<file path="config.mk">
export PLATFORM = sky130hd
export DESIGN_NAME = width_12to8_flat
export DESIGN_NICKNAME = d
export VERILOG_FILES = /design/src/rtl/width_12to8_if.sv /design/src/rtl/width_12to8.sv /design/src/flat_wrapper.sv
export SDC_FILE = /design/constraint.sdc
export NUM_CORES = 1
export LEC_CHECK = 0
export ABC_AREA = 1
export CELL_PAD_IN_SITES_DETAIL_PLACEMENT = 0
export CELL_PAD_IN_SITES_GLOBAL_PLACEMENT = 2
export CORE_MARGIN = 10
export CORE_UTILIZATION = 31
export DETAILED_ROUTE_END_ITERATION = 8
export DONT_BUFFER_PORTS = 1
export GPL_TIMING_DRIVEN = 0
export PLACE_DENSITY_LB_ADDON = 0.15
export SYNTH_ARGS = -nofsm -noshare
export SYNTH_HDL_FRONTEND = slang
export SYNTH_SLANG_ARGS = --single-unit
export TNS_END_PERCENT = 1
</file>
<file path="constraint.sdc">
create_clock -name clk -period 1.9 [get_ports clk]
set_input_delay 0.38 -clock clk [delete_from_list [all_inputs] [get_ports clk]]
set_output_delay 0.38 -clock clk [all_outputs]
set_load 0.02 [all_outputs]
</file>
<file path="src/rtl/width_12to8_if.sv">
// Byte-unpacker bus bundle: 12-bit word ingress and 8-bit byte egress, valid/ready on both sides.
//   valid_in/ready_in/data_in/flush_in : word side (master drives valid, data, flush)
//   valid_out/ready_out/data_out       : byte side (master accepts via ready_out)
interface width_12to8_if;
   logic        valid_in;
   logic        ready_in;
   logic [11:0] data_in;
   logic        flush_in;
   logic        valid_out;
   logic        ready_out;
   logic [7:0]  data_out;

   // Producer/consumer environment around the unpacker
   modport master (
      output valid_in, data_in, flush_in, ready_out,
      input  ready_in, valid_out, data_out
   );

   // The unpacker itself
   modport slave (
      input  valid_in, data_in, flush_in, ready_out,
      output ready_in, valid_out, data_out
   );
endinterface

</file>
<file path="src/rtl/width_12to8.sv">
// 12-bit word to 8-bit byte unpacker: two words become three bytes, MSB first.
//   clk  : clock, all state updates on posedge
//   rst  : synchronous active-high reset
//   bus  : width_12to8_if.slave (word ingress, byte egress, flush of a 4-bit residue)
module width_12to8 (
   input logic           clk,
   input logic           rst,
   width_12to8_if.slave  bus
);
   localparam int unsigned W_IN   = 12;
   localparam int unsigned W_OUT  = 8;
   localparam int unsigned W_NIB  = 4;
   localparam int unsigned W_BUF  = 24;
   localparam int unsigned W_FILL = 5;

   localparam logic [W_FILL-1:0] FILL_NIB  = W_FILL'(W_NIB);
   localparam logic [W_FILL-1:0] FILL_BYTE = W_FILL'(W_OUT);
   localparam logic [W_FILL-1:0] FILL_WORD = W_FILL'(W_IN);
   localparam logic [W_BUF-1:0]  INS_MASK  = {{W_IN{1'b1}}, {(W_BUF-W_IN){1'b0}}};

   logic [W_BUF-1:0]  sbuf_q, sbuf_d, sbuf_base;
   logic [W_FILL-1:0] fill_q, fill_d, fill_base;
   logic              valid_out_q, valid_out_d;
   logic [W_OUT-1:0]  data_out_q, data_out_d;
   logic              ready_in_q, ready_in_d;
   logic              acc, fr, pop, pad;

   // Next-state: drain a byte (or the padded residue) first, then append the accepted word
   always_comb begin
      sbuf_d      = sbuf_q;
      fill_d      = fill_q;
      valid_out_d = valid_out_q;
      data_out_d  = data_out_q;
      sbuf_base   = sbuf_q;
      fill_base   = fill_q;

      acc = bus.valid_in & ready_in_q;
      fr  = ~valid_out_q | bus.ready_out;
      pop = fr & (fill_q >= FILL_BYTE);
      pad = fr & (fill_q == FILL_NIB) & bus.flush_in & ~acc;

      if (pop) begin
         data_out_d  = sbuf_q[W_BUF-1 -: W_OUT];
         valid_out_d = 1'b1;
         sbuf_base   = sbuf_q << W_OUT;
         fill_base   = fill_q - FILL_BYTE;
      end else if (pad) begin
         data_out_d  = {sbuf_q[W_BUF-1 -: W_NIB], W_NIB'(0)};
         valid_out_d = 1'b1;
         sbuf_base   = '0;
         fill_base   = '0;
      end else if (fr) begin
         valid_out_d = 1'b0;
      end

      sbuf_d = sbuf_base;
      fill_d = fill_base;
      // New word lands directly below the remaining valid bits; stale bits there are cleared
      if (acc) begin
         sbuf_d = (sbuf_base & ~(INS_MASK >> fill_base))
                | ({bus.data_in, W_IN'(0)} >> fill_base);
         fill_d = fill_base + FILL_WORD;
      end

      // Room for a full word next cycle; a pure function of the next fill level
      ready_in_d = (fill_d <= FILL_WORD);
   end

   // State and output registers
   always_ff @(posedge clk) begin
      if (rst) begin
         sbuf_q      <= '0;
         fill_q      <= '0;
         valid_out_q <= 1'b0;
         data_out_q  <= '0;
         ready_in_q  <= 1'b1;
      end else begin
         sbuf_q      <= sbuf_d;
         fill_q      <= fill_d;
         valid_out_q <= valid_out_d;
         data_out_q  <= data_out_d;
         ready_in_q  <= ready_in_d;
      end
   end

   assign bus.ready_in  = ready_in_q;
   assign bus.valid_out = valid_out_q;
   assign bus.data_out  = data_out_q;
endmodule

</file>
<file path="src/flat_wrapper.sv">
// flat-port wrapper written by rule: the top's interface ports become plain ports
module width_12to8_flat 
  (clk, rst, bus_valid_in, bus_data_in, bus_flush_in, bus_ready_out, bus_ready_in, bus_valid_out, bus_data_out);
  width_12to8_if bus_i ();
  input logic clk;
  input logic rst;
  input wire logic [$bits(bus_i.valid_in)-1:0] bus_valid_in;
  input wire logic [$bits(bus_i.data_in)-1:0] bus_data_in;
  input wire logic [$bits(bus_i.flush_in)-1:0] bus_flush_in;
  input wire logic [$bits(bus_i.ready_out)-1:0] bus_ready_out;
  output wire logic [$bits(bus_i.ready_in)-1:0] bus_ready_in;
  output wire logic [$bits(bus_i.valid_out)-1:0] bus_valid_out;
  output wire logic [$bits(bus_i.data_out)-1:0] bus_data_out;
  assign bus_i.valid_in = bus_valid_in;
  assign bus_i.data_in = bus_data_in;
  assign bus_i.flush_in = bus_flush_in;
  assign bus_i.ready_out = bus_ready_out;
  assign bus_ready_in = bus_i.ready_in;
  assign bus_valid_out = bus_i.valid_out;
  assign bus_data_out = bus_i.data_out;
  width_12to8 u_core (.clk(clk), .rst(rst), .bus(bus_i));
endmodule
</file>
# == After elaboration in Yosys (flattened, before gate mapping) ==
# Cells that the tools add are included.
# word_totals
word_cells,36
register_bits,39
# classes
n_bitwise,11
n_reduce_logical,2
add_sub_neg,2
shifts,2
n_lt_le_gt_ge,2
muxes,11
n_eq_ne,1
# ops
op,count
$mux W24,3
$and A24 B24 Y24,1
$not A24 Y24,1
$or A24 B24 Y24,1
$shr A24 B5 Y24,1
$shr A24 B5 Y24 const A,1
$mux W8,2
$mux W5,3
$add A5 B4 Y5 const B,1
$and A1 B1 Y1,5
$eq A5 B3 Y1 const B,1
$ge A5 B4 Y1 const B,1
$le A5 B4 Y1 const B,1
$sub A5 B4 Y5 const B,1
$mux W1,3
$reduce_bool A3 Y1,1
$not A1 Y1,2
$reduce_bool A2 Y1,1
$or A1 B1 Y1,1

# == Depth between registers and ports, before layout ==
# depth
word_depth,12
ltp_mapped,15

# == Least setup slack after synthesis ==
# Ideal clock, no wire load.
# synth_timing
kind,register to register
start,reg u_core.fill_q[3]
end,"reg u_core.ready_in_q, in the netlist u_core.bus.ready_in"
arrival_time_ns,1.836
path_buffers,1
stages_incl_launch_ff,15
setup_ns,0.127
t_required_ns,1.773
setup_slack_ns,-0.063
cell_sequence,dfxtp_1 > inv_2 > ha_1 > nand2_4 > nand2_2 > buf_6 > nand2_1 > nand2_2 > nor2_2 > inv_1 > ha_1 > nand2_1 > nand2_1 > a21oi_1 > a31oi_1
# synth_via
elab_chain_cells,9
elab_cells_between_ends,12
# synth_lines
item,line_no,source
from (decl),width_12to8.sv:22,"logic [W_FILL-1:0] fill_q, fill_d, fill_base;"
from (signal assigned),width_12to8.sv:79,fill_q <= fill_d;
$eq A5 B3 Y1,width_12to8.sv:40,pad = fr & (fill_q == FILL_NIB) & bus.flush_in & ~acc;
$and A1 B1 Y1 (3 in a row),width_12to8.sv:40,
$mux W5,width_12to8.sv:47,end else if (pad) begin
$mux W5 *,width_12to8.sv:42,if (pop) begin
$add A5 B4 Y5,width_12to8.sv:62,fill_d = fill_base + FILL_WORD;
$mux W5 *,width_12to8.sv:59,if (acc) begin
$le A5 B4 Y1 *,width_12to8.sv:66,ready_in_d = (fill_d <= FILL_WORD);
to (signal assigned),width_12to8.sv:82,ready_in_q <= ready_in_d;
to (decl),width_12to8.sv:25,"logic ready_in_q, ready_in_d;"
# Every way passes the cells marked *; elsewhere a longest branch is shown, timed or not.
# A chain may end at the register's enable or synchronous reset.

# == Worst setup path after layout ==
# layout_timing
start,reg u_core.fill_q[1]
end,"reg u_core.ready_in_q, in the netlist u_core.bus.ready_in"
# The elaborated chain is that of the path after synthesis.

==> out/qor.csv <==
stage,metric,value,unit
grt,grt_max_degree,14,
die,fp.dieW,116,µm
detailed_routing,drc,0,
timing,setup_violations,1,
detailed_routing,routed-via-count,3078,
detailed_routing,totalWireLength,10.5,mm
cts,clk-insertion-delay-late,0.31,ns
cts,path_clk_slew,0.10,ns
finish,fillers,984,
grt,grt_pass1_vias,3042,
setup_path,worstSetupStartpointType,register,
detailed_routing,drt_iter0_markers,211,
yosys,synth.avg_cell_area,6.02,µm²
setup_path,worst-path-max-fanout,5,
timing,slew_viol_final,0,
grt,globalRouteTotalUtil,16.2,%
yosys,ys_seq_elements,39,
finish,seqCellArea,793,µm²
yosys,yosys_warnings,0,
die,dieArea,0.0134,mm²
cts,h-tree-depth,2,
worst_hold_path,hold_path.class,in -> reg,
grt,grt_pass1_wl,16.8,mm
status,status,finished with violations,
timing,rsz0062_at_grt,true,
timing,relSlewSlack,54.2,%
finish,layout.nets,518,
cts,clk_path_buf_depth,2,
yosys,synth.most_common_cell,nand2_1,
placed_design,place_congestion,0.857,
die,ios,27,
detailed_routing,dr.pass1.iters,4,
setup_path,critical_path_class,reg -> reg,
cts,cts.sinks,39,
timing,min_period_over_period,100,%
yosys,syn_area,0.00284,mm²
power,leakagePower,1.49,nW
detailed_routing,ant_nets,0,
cts,cts_tree,yes,
grt,overflow,0,
timing,tns,-0.00114,ns
cts,clock-root-buffer,clkbuf_8,
yosys,synth_area_leader_cell,dfxtp_1,
yosys,yosys_most_used_dff,dfxtp_1,
job,maxCapViolCount,0,
timing,hold_viol,0,
finish,syn2layout_area_growth,23.9,%
yosys,synth_cell_types,32,
finish,drive_gt1_share,24.2,%
cts,cts_made_buffers,5,
die,floorplan.rows,34,
finish,diodes,0,
power,ir_worst_vdd,0.619,mV
detailed_routing,wl_per_cell,17.4,µm
die,start_util,32.2,%
setup_path,cp-end-kind,register,
grt,antenna_found_initial,0,
timing,fmax,0.526,GHz
finish,multi_input_area,0.00187,mm²
placed_design,dpl.hpwl,7.92,mm
yosys,postSynth.asyncResetShare,0,%
yosys,synth_nets,491,
placed_design,io_buffers,0,
status,violations,setup timing,
timing,tightest_slew,0.687,ns
yosys,syn_inst,471,
die,die_y,116,µm
yosys,yosysSeqAreaShare,27.5,%
yosys,synth.top_cell.area_share,27.5,%
worst_hold_path,holdPathStages,1,
timing,period_minus_slack,1.90,ns
detailed_routing,avgViaCountPerCell,5.07,
setup_path,worstPathRequired,2.08,ns
setup_path,arrival,2.08,ns
timing,finClkSkew,0.0164,ns
timing,fin_ws,-0.00114,ns
power,p_per_area,1730,mW/mm²
yosys,synth_area_leaders,"dfxtp_1, nand2_1, o21ai_0",
die,core,0.00881,mm²
setup_path,r2r_cells,13,
yosys,synth_common_cells,"nand2_1, inv_1, dfxtp_1, o21ai_0, nand3_1",
finish,final_core_util,39.9,%
yosys,synth_edf_count,0,
## layer usage
metal	wire, µm	track usage (%)	vias to the layer above
met5	0	0	-
met4	227	5.67	0
met3	450	2.69	15
li1	-	-	1573
met1	4830	20.6	1426
met2	5030	27.1	64
## worst max-delay path, cell delays in order, from the launching register on
cell and delay, ns:
dfxtp_4 0.39, nor2_8 0.16, nand3_4 0.09, nand2_4 0.11, buf_4 0.13, nor2_4 0.04, nor2_4 0.22, nor2_4 0.07
inv_2 0.07, ha_4 0.18, nand2_1 0.06, nand2_1 0.06, a21oi_2 0.15, a31oi_1 0.06
## flip-flops by register name (all words and copies together) (netlist names)
| signal | flops |
|---|---|
| u_core.bus.data_out | 8 |
| u_core.bus.ready_in | 1 |
| u_core.fill_q | 5 |
| u_core.bus.valid_out | 1 |
| u_core.sbuf_q | 24 |
## report_power, final
| part | internal (W) | leakage [nW] | total (W) | switching, W |
|---|---|---|---|---|
| Sequential | 0.00106 | 0.320 | 0.00126 | 0.000193 |
| Combinational | 0.00150 | 1.11 | 0.00409 | 0.00259 |
| Clock | 0.000392 | 0.0581 | 0.000751 | 0.000358 |
| Total | 0.00295 | 1.49 | 0.00609 | 0.00314 |
## cell families after synthesis
group,synth area share (%)
compound gates,17.8
fa+ha+maj,1.32
mux,0.353
buf+inv,13.2
xor+xnor,0.309
flops,27.5
simple gates,39.6
## per-stage QoR
stage	hold slack (ns)	instance area [µm²]	instances	power (W)	setup WS (ns)
2_1_floorplan	0.430	2850	471	0.00362	0.00136
3_3_place_gp	0.449	2990	579	0.00456	-0.341
3_5_place_dp	0.448	2990	579	0.00456	-0.337
4_1_cts	0.144	3270	600	0.00566	-0.0188
5_1_grt	0.146	3520	607	0.00660	-0.156
6_report	0.151	3520	607	0.00609	-0.00114
## path summary, 6_finish.rpt
check                    start                      to  slack, ns
min reg2reg  u_core.sbuf_q[20]  u_core.bus.data_out[4]       0.46
max reg2reg   u_core.fill_q[1]     u_core.bus.ready_in     -0.001
min                        rst        u_core.fill_q[2]       0.15
max           u_core.fill_q[1]     u_core.bus.ready_in     -0.001
## cell usage in the layout, fill, tap and decap left out, types with 2 or more instances in the layout
cell / Yosys / routed
o22ai_1: 13 / 12
a21oi_2: 2 / 6
nand2_2: 6 / 15
buf_6: 6 / 7
inv_2: 7 / 7
ha_4: 0 / 2
nand2_4: 3 / 7
nand3_4: 0 / 2
dfxtp_4: 0 / 2
clkbuf_8: 0 / 5
nor2_2: 3 / 2
a21oi_1: 32 / 28
o21ai_2: 2 / 4
nand2_1: 168 / 155
inv_1: 43 / 41
dfxtp_2: 0 / 4
inv_4: 0 / 2
nand4_1: 8 / 8
nand3_2: 3 / 4
nor2_1: 24 / 20
buf_8: 0 / 5
o21ai_0: 34 / 28
clkbuf_1: 6 / 3
a31oi_1: 2 / 2
buf_4: 8 / 25
buf_2: 5 / 2
dfxtp_1: 39 / 33
nor2_4: 2 / 7
nand3_1: 33 / 30
clkbuf_2: 0 / 2
o21ai_1: 9 / 13
## area by class of cell
class / instances / area share (%)
flip-flops and latches: 39 / 22.6
clock buffers: 5 / 1.96
multi-input cells: 354 / 53.2
inverters: 51 / 5.69
repair buffers: 22 / 4.91
well taps: 108 / 3.84
plain buffers: 25 / 6.58
clock inverters: 3 / 1.25
## what timing repair did
item	CTS	global route
setup endpoints to repair	30	28
setup buffers	14	8
gates resized for setup	33	48
pin swaps	8	16
hold buffers	0	0
(Power assumes the default switching activity.)
